[src/rtl/dmem_arbiter.sv]
// dmem_arbiter: two-port arbiter and sequencer in front of the single-port data SRAM.
// Port 0 is the CPU load/store path, port 1 the loader/DMA/debug requester.
// One request is latched at a time; the SRAM enable is driven for exactly one
// cycle, the read latency is waited out and the read word is returned to the
// port that won. Every output comes straight from a flop.

module dmem_arbiter #(
  parameter int N          = 32,
  parameter int RD_LAT     = 1,   // SRAM read latency in cycles, 0..7
  parameter int FIXED_PRIO = 0    // 0: round-robin on ties, 1: port 0 wins ties
) (
  input  logic         clk,
  input  logic         rstn,

  input  logic         req0,
  input  logic         we0,
  input  logic [N-1:0] addr0,
  input  logic [N-1:0] wdata0,
  output logic         gnt0,
  output logic         rvalid0,
  output logic [N-1:0] rdata0,

  input  logic         req1,
  input  logic         we1,
  input  logic [N-1:0] addr1,
  input  logic [N-1:0] wdata1,
  output logic         gnt1,
  output logic         rvalid1,
  output logic [N-1:0] rdata1,

  output logic         mem_write_enable,
  output logic         mem_read_enable,
  output logic [N-1:0] mem_addr,
  output logic [N-1:0] mem_data_in,
  input  logic [N-1:0] mem_data_out,

  output logic         busy
);

  typedef enum logic [1:0] {
    IDLE   = 2'd0,
    ACCESS = 2'd1,
    WAIT   = 2'd2
  } state_t;

  // Counter load value for the WAIT state; RD_LAT never exceeds 7.
  localparam logic [2:0] LAT = 3'(RD_LAT);

  state_t       state;
  logic         last_grant;  // port that received the most recent grant
  logic         cur_port;    // port owning the transaction in flight
  logic         cur_we;      // transaction in flight is a write
  logic [2:0]   cnt;         // remaining read-latency cycles while in WAIT

  logic         win;
  logic         win_we;
  logic [N-1:0] win_addr;
  logic [N-1:0] win_wdata;

  // Arbitration for the IDLE cycle: a lone requester wins; a tie goes to
  // port 0 under fixed priority, otherwise to the port that did not win last.
  always_comb begin
    // NOTE: every signal driven here gets a default first, so no path through
    // the block leaves a value unassigned and no latch is inferred.
    win = 1'b0;
    if (req0 && req1) begin
      win = (FIXED_PRIO != 0) ? 1'b0 : ~last_grant;
    end else if (req1) begin
      win = 1'b1;
    end
    win_we    = win ? we1    : we0;
    win_addr  = win ? addr1  : addr0;
    win_wdata = win ? wdata1 : wdata0;
  end

  // Transaction sequencer: latch in IDLE, pulse enables and grant in ACCESS,
  // count out the read latency in WAIT, capture and return the read word.
  always_ff @(posedge clk) begin
    // NOTE: rstn is sampled on the clock edge like any other input, so reset
    // here is synchronous; it also aborts a transaction in flight.
    if (!rstn) begin
      state            <= IDLE;
      last_grant       <= 1'b1;
      cur_port         <= 1'b0;
      cur_we           <= 1'b0;
      cnt              <= '0;
      gnt0             <= 1'b0;
      gnt1             <= 1'b0;
      rvalid0          <= 1'b0;
      rvalid1          <= 1'b0;
      rdata0           <= '0;
      rdata1           <= '0;
      mem_write_enable <= 1'b0;
      mem_read_enable  <= 1'b0;
      mem_addr         <= '0;
      mem_data_in      <= '0;
      busy             <= 1'b0;
    end else begin
      // NOTE: state is updated with non-blocking assignments so every flop in
      // this block samples the pre-edge values, matching the hardware.
      // Pulse outputs default low; only the branches below raise them.
      gnt0             <= 1'b0;
      gnt1             <= 1'b0;
      rvalid0          <= 1'b0;
      rvalid1          <= 1'b0;
      mem_write_enable <= 1'b0;
      mem_read_enable  <= 1'b0;

      case (state)
        IDLE: begin
          if (req0 || req1) begin
            state            <= ACCESS;
            busy             <= 1'b1;
            cur_port         <= win;
            cur_we           <= win_we;
            last_grant       <= win;
            mem_addr         <= win_addr;
            mem_data_in      <= win_wdata;
            gnt0             <= ~win;
            gnt1             <= win;
            mem_write_enable <= win_we;
            mem_read_enable  <= ~win_we;
          end
        end

        ACCESS: begin
          if (cur_we) begin
            state <= IDLE;
            busy  <= 1'b0;
          end else if (RD_LAT == 0) begin
            // Zero-latency SRAM: the word is valid during the enable cycle.
            state <= IDLE;
            busy  <= 1'b0;
            if (cur_port) begin
              rdata1  <= mem_data_out;
              rvalid1 <= 1'b1;
            end else begin
              rdata0  <= mem_data_out;
              rvalid0 <= 1'b1;
            end
          end else begin
            state <= WAIT;
            cnt   <= LAT;
          end
        end

        WAIT: begin
          if (cnt == 3'd1) begin
            state <= IDLE;
            busy  <= 1'b0;
            if (cur_port) begin
              rdata1  <= mem_data_out;
              rvalid1 <= 1'b1;
            end else begin
              rdata0  <= mem_data_out;
              rvalid0 <= 1'b1;
            end
          end else begin
            cnt <= cnt - 3'd1;
          end
        end

        default: begin
          state <= IDLE;
          busy  <= 1'b0;
        end
      endcase
    end
  end

  // Structural invariants of the sequencer.
  a_gnt_excl: assert property (@(posedge clk) disable iff (!rstn)
    !(gnt0 && gnt1));
  a_rvalid_excl: assert property (@(posedge clk) disable iff (!rstn)
    !(rvalid0 && rvalid1));
  a_en_excl: assert property (@(posedge clk) disable iff (!rstn)
    !(mem_write_enable && mem_read_enable));
  a_en_in_access: assert property (@(posedge clk) disable iff (!rstn)
    (mem_write_enable || mem_read_enable) |-> (state == ACCESS));

endmodule

[config.mk]
export PLATFORM = sky130hd
export DESIGN_NAME = dmem_arbiter
export DESIGN_NICKNAME = d
export VERILOG_FILES = /design/src/rtl/dmem_arbiter.sv
export SDC_FILE = /design/constraint.sdc
export NUM_CORES = 1
export LEC_CHECK = 0
export CAP_MARGIN = 15
export CORE_AREA = 2 2 116 118
export CTS_BUF_LIST = sky130_fd_sc_hd__clkbuf_4
export CTS_CLUSTER_SIZE = 40
export DETAILED_ROUTE_END_ITERATION = 8
export DIE_AREA = 0 0 118 120
export DONT_BUFFER_PORTS = 1
export GPL_TIMING_DRIVEN = 0
export HOLD_SLACK_MARGIN = 0.15
export PLACE_DENSITY = 0.73
export RECOVER_POWER = 100
export SKIP_CTS_REPAIR_TIMING = 1
export SLEW_MARGIN = 15
export SYNTH_ARGS = -nofsm -noshare
export SYNTH_HDL_FRONTEND = slang
export SYNTH_SLANG_ARGS = --single-unit
[constraint.sdc]
create_clock -name clk -period 1.3 [get_ports clk]
set_input_delay 0.065 -clock clk [delete_from_list [all_inputs] [get_ports clk]]
set_output_delay 0.065 -clock clk [all_outputs]
set_load 0.01 [all_outputs]
# After elaboration in Yosys (flattened, before gate mapping)
# Cells that the tools add are included.
dict set report totals {
  reg_bits 143
  input_bits 166
  output_inout_bits 135
  wordCells 59
}
dict set report classes {
  add_sub_neg 1
  eq_ne 8
  muxes 18
  bitwise_logic 4
  n_reduce_logical 12
}
# operator count
set op_table {}
lappend op_table {{32-bit 2-to-1 mux} 2}
lappend op_table {{3-bit AND reduction} 6}
lappend op_table {{2-bit inequality test (second input constant)} 5}
lappend op_table {{1-bit 2-to-1 mux} 8}
lappend op_table {{2-bit 2-to-1 mux} 3}
lappend op_table {{3-bit 2-to-1 mux} 2}
lappend op_table {{2-bit one-hot mux with 3 select lines} 1}
lappend op_table {{3-bit one-hot mux with 2 select lines} 1}
lappend op_table {{1-bit inverter} 4}
lappend op_table {{2-bit AND reduction} 2}
lappend op_table {{3-bit by 1-bit == test with 1-bit output (second input constant)} 1}
lappend op_table {{1-bit one-hot mux with 3 select lines} 1}
lappend op_table {{3-bit by 1-bit subtractor with 3-bit output (second input constant)} 1}
lappend op_table {{2-bit by 1-bit == test with 1-bit output (second input constant)} 1}
lappend op_table {{2-bit == test (second input constant)} 1}
lappend op_table {{2-bit zero test} 1}
lappend op_table {{2-bit nonzero test} 1}
lappend op_table {{1-bit logical AND} 1}
lappend op_table {{1-bit logical OR} 1}

# Depth between registers and ports, before layout
# Gate-level depths: netlist (run 1).
dict set report depth {
  ltp_word 4
  mapped_depth 6
  ltp_nobuf 5
}

# Least setup slack after synthesis (run 1)
# No wires, ideal clock.
dict set report synth_timing {
  path_type {reg2reg}
  startpoint {register cnt[0]}
  endpoint {register rdata0[6]}
  setup_ps 72
  arrival_time_ps 1287
  required_time_ps 1228
  slack_ps -58
  path_stages_with_launch 6
  n_path_buf 1
  period_less_slack_ps 1358
  path_cell_list {dfxtp_1 -> ha_1 -> nand2b_1 -> nor3_4 -> buf_6 -> mux2i_1}
}
dict set report synth_between {
  elab_chain_len 2
}
# element line_no
set synth_lines {}
lappend synth_lines {{start, declared} 53} ;# logic [2:0] cnt;
lappend synth_lines {{start signal, assigned} 159} ;# cnt <= cnt - 3'd1;
lappend synth_lines {{3-bit by 1-bit == test with 1-bit output} 148} ;# if (cnt == 3'd1) begin
lappend synth_lines {{3-bit AND reduction (no source line)} -}
lappend synth_lines {{end signal, assigned} 138} ;# rdata0 <= mem_data_out;
lappend synth_lines {{end signal, assigned} 155} ;# rdata0 <= mem_data_out;
lappend synth_lines {{end, declared} 21} ;# output logic [N-1:0] rdata0,
# No other way between the ends.
# A chain may end at the register's enable or synchronous reset.

# Final worst setup path (run 1)
dict set report layout_timing {
  startpoint {register cnt[1]}
  endpoint {register rdata0[7]}
}
# Same word-level chain as after synthesis.

==> results.py, run 1 <==
metrics = {
    "run_status": {
        "status": "complete, but fails checks",
        "failed_checks": "negative setup slack",
    },
    "placed_design": {
        "portBuffers": 0,
        "dp_slack_ns": -0.5268,
        "gp_congestion": 0.8615,
        "place_hpwl_um": 14100,
    },
    "pwr": {
        "p_leak_nw": 3.486,
        "peakVddDrop_uv": 866.8,
        "fin_total_pwr_mw": 10.75,
        "powerDensity_mw_per_mm2": 1224,
    },
    "yosys": {
        "syn_inst": 672,
        "syn_nets": 840,
        "synth_flop_cell": "dfxtp_1",
        "syn_avg_cell_area_um2": 9.237,
        "ys_seq_area_frac": 0.4612,
        "yosys_warnings": 0,
        "netlist_area_mm2": 0.006207,
        "yosysUniqueCellTypes": 38,
        "synth_seq_cells": 143,
        "async_reset_ff_frac": 0,
        "synth_edf_count": 0,
    },
    "worst_setup_path": {
        "arrival_ns": 1.89,
        "r2r_start": "cnt[1]",
        "critPathMaxFanout": 8,
        "cp-start-kind": "flip-flop",
        "worstPathRequired_ns": 1.76,
        "crit_start": "cnt[1]",
        "crit_path_end_kind": "flip-flop",
        "critical_path_class": "flip-flop to flip-flop",
    },
    "die": {
        "chipWidth_um": 118,
        "fp.dieArea_mm2": 0.01416,
        "boundaryPins": 301,
        "fp-row-count": 42,
        "start_util": 0.4782,
        "core_mm2": 0.01298,
        "die_y_um": 120,
    },
    "cells_and_area": {
        "layout-area-overhead-vs-synth_pct": 41.56,
        "nFillCells": 889,
        "mostFrequentLayoutCells": "nand2_1 (227), dlygate4sd3_1 (166), dfxtp_1 (138)",
        "multi_input_area_mm2": 0.003062,
        "regArea_mm2": 0.002877,
        "layout-drive-gt1-share": 0.1655,
        "final_common_cell": "nand2_1",
        "fin_nets": 1034,
    },
    "sta": {
        "holdWs_ns": 0.2148,
        "finalCritPeriodShare": 1.100,
        "min_period_ns": 1.430,
        "setup_slack_ns": -0.1300,
        "relSlewSlack": 0.4869,
        "slew_violations": 0,
        "worst_pin_slew_ns": 0.7697,
        "fin_worst_skew_ns": 0.01910,
        "hold_viol_final": 0,
        "fmax_ghz": 0.6993,
        "setup_violations": 114,
        "rsz0062_at_grt": "true",
    },
    "route": {
        "via_per_inst": 6.009,
        "drtPass1Iterations": 7,
        "vias": 6334,
        "drtIter0Drc": 386,
        "finalWirelength_um": 23930,
        "drc": 0,
        "wl_per_cell_um": 22.70,
        "ant_nets": 0,
    },
    "global_routing": {
        "grt_use_total": 0.2532,
        "grt_antenna_before_repair": 2,
        "grt_pass1_wl_um": 28080,
        "grt_pass1_vias": 5159,
        "grt_max_degree": 17,
        "grt-ovfl-total": 0,
    },
    "clock_tree": {
        "htreeDepth": 4,
        "clk_latency_ns": 0.54,
        "clock-root-buffer": "clkbuf_4",
        "clk_pin_slew_ns": 0.13,
        "cts_num_sinks": 143,
        "clk_path_buf_depth": 2,
        "cts_tree": "done",
        "cts_made_buffers": 17,
    },
    "hold_path": {
        "min_path_type": "primary input to flip-flop",
        "hold_start": "req0",
    },
    "flow_run": {
        "cap_violations": 0,
    },
}
==> state kept, by name (all words and copies together) (netlist names) <==
register,cells
busy,1
cnt,3
cur_port,1
cur_we,1
gnt0,1
gnt1,1
last_grant,1
mem_addr,32
mem_data_in,32
mem_read_enable,1
mem_write_enable,1
rdata0,32
rdata1,32
rvalid0,1
rvalid1,1
state,2
==> final cells by class <==
| type | count | area share |
|---|---|---|
| tap | 176 | 0.02506 |
| timing repair buffer | 175 | 0.2038 |
| clock buffer | 17 | 0.01452 |
| clock inverter | 12 | 0.01936 |
| antenna | 2 | 0.0005696 |
| inverter | 7 | 0.002990 |
| buffer | 61 | 0.05795 |
| multi-input combinational | 461 | 0.3484 |
| sequential | 143 | 0.3274 |
==> critical path: stages, from the launching register on <==
cell and delay (ns):
dfxtp_2 0.34, inv_2 0.07, ha_4 0.15, nand2b_4 0.07
nor3_4 0.20, buf_12 0.17, buf_8 0.14, mux2i_1 0.23
==> through the flow <==
stage               TNS [ns]  cells  cell area, µm²    util
floorplan             -1.441    672            6233       -
global placement      -29.75    848            6454  0.4972
detailed placement    -37.19    848            6454  0.4972
CTS                   -40.58    877            6751  0.5201
global route          -12.24   1054            8787  0.6770
finish                -5.515   1054            8787  0.6770
==> final timing paths <==
path | endpoint | slack, ns | depth (start not counted)
max reg2reg | rdata0[7] | -0.13 | 7
max | rdata0[7] | -0.13 | 7
min | mem_data_in[0] | 0.21 | 5
min reg2reg | cnt[1] | 0.49 | 2
==> synthesized netlist by cell type, types with 6 or more instances <==
library cell,instances,share of area
dfxtp_1,143,0.46
a311oi_2,50,0.12
buf_6,10,0.018
a21oi_1,70,0.056
mux2i_1,65,0.10
a311oi_1,14,0.020
buf_4,6,0.0073
buf_2,8,0.0065
clkbuf_1,37,0.022
nand2_1,227,0.14
inv_1,6,0.0036
==> report_power, final <==
| group | switching (mW) | internal, mW |
|---|---|---|
| logic | 1.28 | 1.17 |
| clock network | 1.62 | 1.48 |
| registers | 0.474 | 4.73 |
| total | 3.37 | 7.38 |
==> kinds of logic (layout without fill, tap and decap cells) <==
group	after synthesis	count (layout)	synth area share
DFF	143	143	0.4612
other	0	2	0
AOI/OAI and AO/OA	147	147	0.2123
and+or+nand+nor	247	247	0.1592
muxes	65	65	0.1048
adders and majority gates	2	2	0.004031
buffers and inverters	68	272	0.05845
==> per-layer routing <==
layer | vias to the layer above | share of wire | global-route usage
li1 | 2738 | - | -
met1 | 2975 | 0.36 | 0.2714
met2 | 487 | 0.49 | 0.4455
met3 | 134 | 0.094 | 0.1012
met4 | 0 | 0.052 | 0.1017
met5 | - | 0 | 0
No activity file was read; power rests on OpenSTA's default activity.
==> inputs of run 2 (changes only) <==
==> constraint.sdc (replaced) <==
create_clock -name clk -period 1.3 [get_ports clk]
set_input_delay 0.325 -clock clk [delete_from_list [all_inputs] [get_ports clk]]
set_output_delay 0.325 -clock clk [all_outputs]
set_load 0.01 [all_outputs]
==> run 2 against run 1 <==
The flow still finishes with violations (negative setup slack). Worst setup slack got worse by 0.0071 ns. Register-to-register slack about the same. Clock power increased by 12%. Clock-buffer cell count increased by 1. Clock skew increased by 0.0067 ns. Power increased by 7.1%. Maximum frequency decreased by 0.49%. Global-route usage increased by 0.34 points. Cell count increased by 1.7%.
==> results.py, run 2 (same netlist as run 1, synthesis figures left out) <==
metrics = {
    "global_routing": {
        "grt_use_total": 0.2567,
        "grt-ovfl-total": 0,
        "grt_busiest_layer": "met2",
        "grt_max_degree": 17,
        "met2_usage": 0.4629,
        "grt_pass1_vias": 5293,
        "gr-usage-met1": 0.2632,
        "grt_pass1_wl_um": 28410,
        "grt_antenna_before_repair": 2,
        "met3_usage": 0.1207,
    },
    "sta": {
        "holdWs_ns": 0.2802,
        "min_period_ns": 1.437,
        "fmax_ghz": 0.6958,
        "slew_violations": 0,
        "finalCritPeriodShare": 1.105,
        "setup_violations": 115,
        "rsz0062_at_grt": "true",
        "fin_worst_skew_ns": 0.02577,
        "setup_slack_ns": -0.1371,
        "hold_viol_final": 0,
        "worst_pin_slew_ns": 0.7493,
        "relSlewSlack": 0.5004,
    },
    "placed_design": {
        "place_hpwl_um": 14140,
        "portBuffers": 0,
        "gp_congestion": 0.8628,
        "placed_cell_area_mm2": 0.006465,
    },
    "pwr": {
        "power_frac_seq": 0.457,
        "powerDensity_mw_per_mm2": 1206,
        "peakVddDrop_uv": 768.5,
        "p_int_mw": 7.921,
        "p_leak_nw": 3.765,
        "pwr-share-comb": 0.242,
        "p_sw_mw": 3.590,
        "fin_total_pwr_mw": 11.51,
        "power.share.switching": 0.3119,
        "p_clk_frac": 0.301,
    },
    "clock_tree": {
        "clk_path_buf_depth": 2,
        "clk_latency_ns": 0.57,
        "clk_pin_slew_ns": 0.12,
        "htreeDepth": 4,
        "clock-root-buffer": "clkbuf_4",
        "cts_num_sinks": 143,
        "cts_tree": "done",
        "cts_made_buffers": 17,
    },
    "route": {
        "drtIter0Drc": 406,
        "finalWirelength_um": 24990,
        "via_per_inst": 6.058,
        "vias": 6494,
        "drc": 0,
        "drtPass1Iterations": 5,
        "wl_per_cell_um": 23.31,
        "ant_nets": 0,
    },
    "worst_setup_path": {
        "critPathMaxFanout": 6,
        "path_delay_family": "buffers and inverters",
        "critPathMaxStageDelay_ns": 0.34,
        "rrSetupSlack_ns": -0.14,
        "r2r_end": "rdata0[7]",
        "r2r_cells": 7,
        "crit_start": "cnt[1]",
        "arrival_ns": 1.91,
        "worst-path-stages": 7,
        "crit_path_end_kind": "flip-flop",
        "worstPathRequired_ns": 1.77,
        "cp-start-kind": "flip-flop",
        "crit_end": "rdata0[7]",
        "critical_path_class": "flip-flop to flip-flop",
        "critical_path_buf_inv_count": 3,
        "slowest_stage": "dfxtp_2",
        "crit_chain": "inv_2 -> ha_4 -> nand2b_4 -> nor3_4 -> buf_6 -> clkbuf_16 -> mux2i_1",
        "r2r_start": "cnt[1]",
    },
    "run_status": {
        "failed_checks": "negative setup slack",
        "status": "complete, but fails checks",
    },
    "cells_and_area": {
        "nFillCells": 815,
        "fin_nets": 1049,
        "fin_area_mm2": 0.009547,
        "mostFrequentLayoutCells": "nand2_1 (219), dlygate4sd3_1 (164), dfxtp_2 (81)",
        "final_common_cell": "nand2_1",
        "post-route-util": 0.7355,
        "layout-drive-gt1-share": 0.3602,
        "layout-area-overhead-vs-synth_pct": 53.80,
    },
    "die": {
        "boundaryPins": 301,
        "chipWidth_um": 118,
        "start_util": 0.4782,
        "core_mm2": 0.01298,
        "fp.dieArea_mm2": 0.01416,
        "fp-row-count": 42,
        "die_y_um": 120,
    },
    "flow_run": {
        "cap_violations": 0,
    },
    "hold_path": {
        "min_path_type": "primary input to flip-flop",
    },
}
## run 2: changes by cell type in the layout (fill, tap and decap cells not counted), sizes merged
cell,delta
clkinv,+1
dlygate4sd3,-2
clkbuf,+2
inv,+1
buf,+16
bufinv,+1
clkinvlp,-1
## run 2: worst reg2reg max path, stage by stage, from the launching register on
cell and delay, ns:
dfxtp_2 0.34, inv_2 0.07, ha_4 0.15, nand2b_4 0.07, nor3_4 0.17, buf_6 0.19
clkbuf_16 0.17, mux2i_1 0.21
## run 2: how the worst min path moves through the flow
stage	start	endpoint	slack, ns	cells after the start
2_1_floorplan	cnt[1]	cnt[1]	0.44	2
3_3_place_gp	cnt[1]	cnt[1]	0.45	2
3_5_place_dp	cnt[1]	cnt[1]	0.47	2
4_1_cts	addr0[23]	mem_addr[23]	-0.11	2
5_1_grt	req1	mem_data_in[0]	0.25	4
6_report	req1	mem_data_in[0]	0.28	4
## run 2: layout make-up
cell class	count	area, µm²	share of cell area
multi-input combinational	461	3176	0.3326
inverter	7	28.78	0.003014
buffer	61	574.3	0.06016
tap	176	220.2	0.02307
sequential	143	3182	0.3333
antenna	2	5.005	0.0005242
timing repair buffer	190	2013	0.2109
clock inverter	14	212.7	0.02228
clock buffer	18	135.1	0.01415
## run 2: power by group through the flow
stage          combinational [mW]  clock [mW]  sequential [mW]
2_1_floorplan                1.34           0             5.15
3_3_place_gp                 1.60           0             5.26
6_report                     2.79        3.46             5.26
4_1_cts                      1.68        3.44             5.17
3_5_place_dp                 1.67           0             5.27
5_1_grt                      2.94        3.67             5.28
## run 2: stage by stage
step	TNS, ns	std cells	worst slack [ns]
after floorplan	-2.889	672	-0.03355
after global placement	-38.64	848	-0.4258
after detailed placement	-45.10	848	-0.4615
after CTS	-45.00	880	-0.4920
after global routing	-15.72	1072	-0.2297
final	-6.121	1072	-0.1371
## run 2: metal layers
metal	share of wire	wire (µm)
met5	0	0
met4	0.057	1431
met3	0.10	2506
met2	0.50	12580
met1	0.34	8464
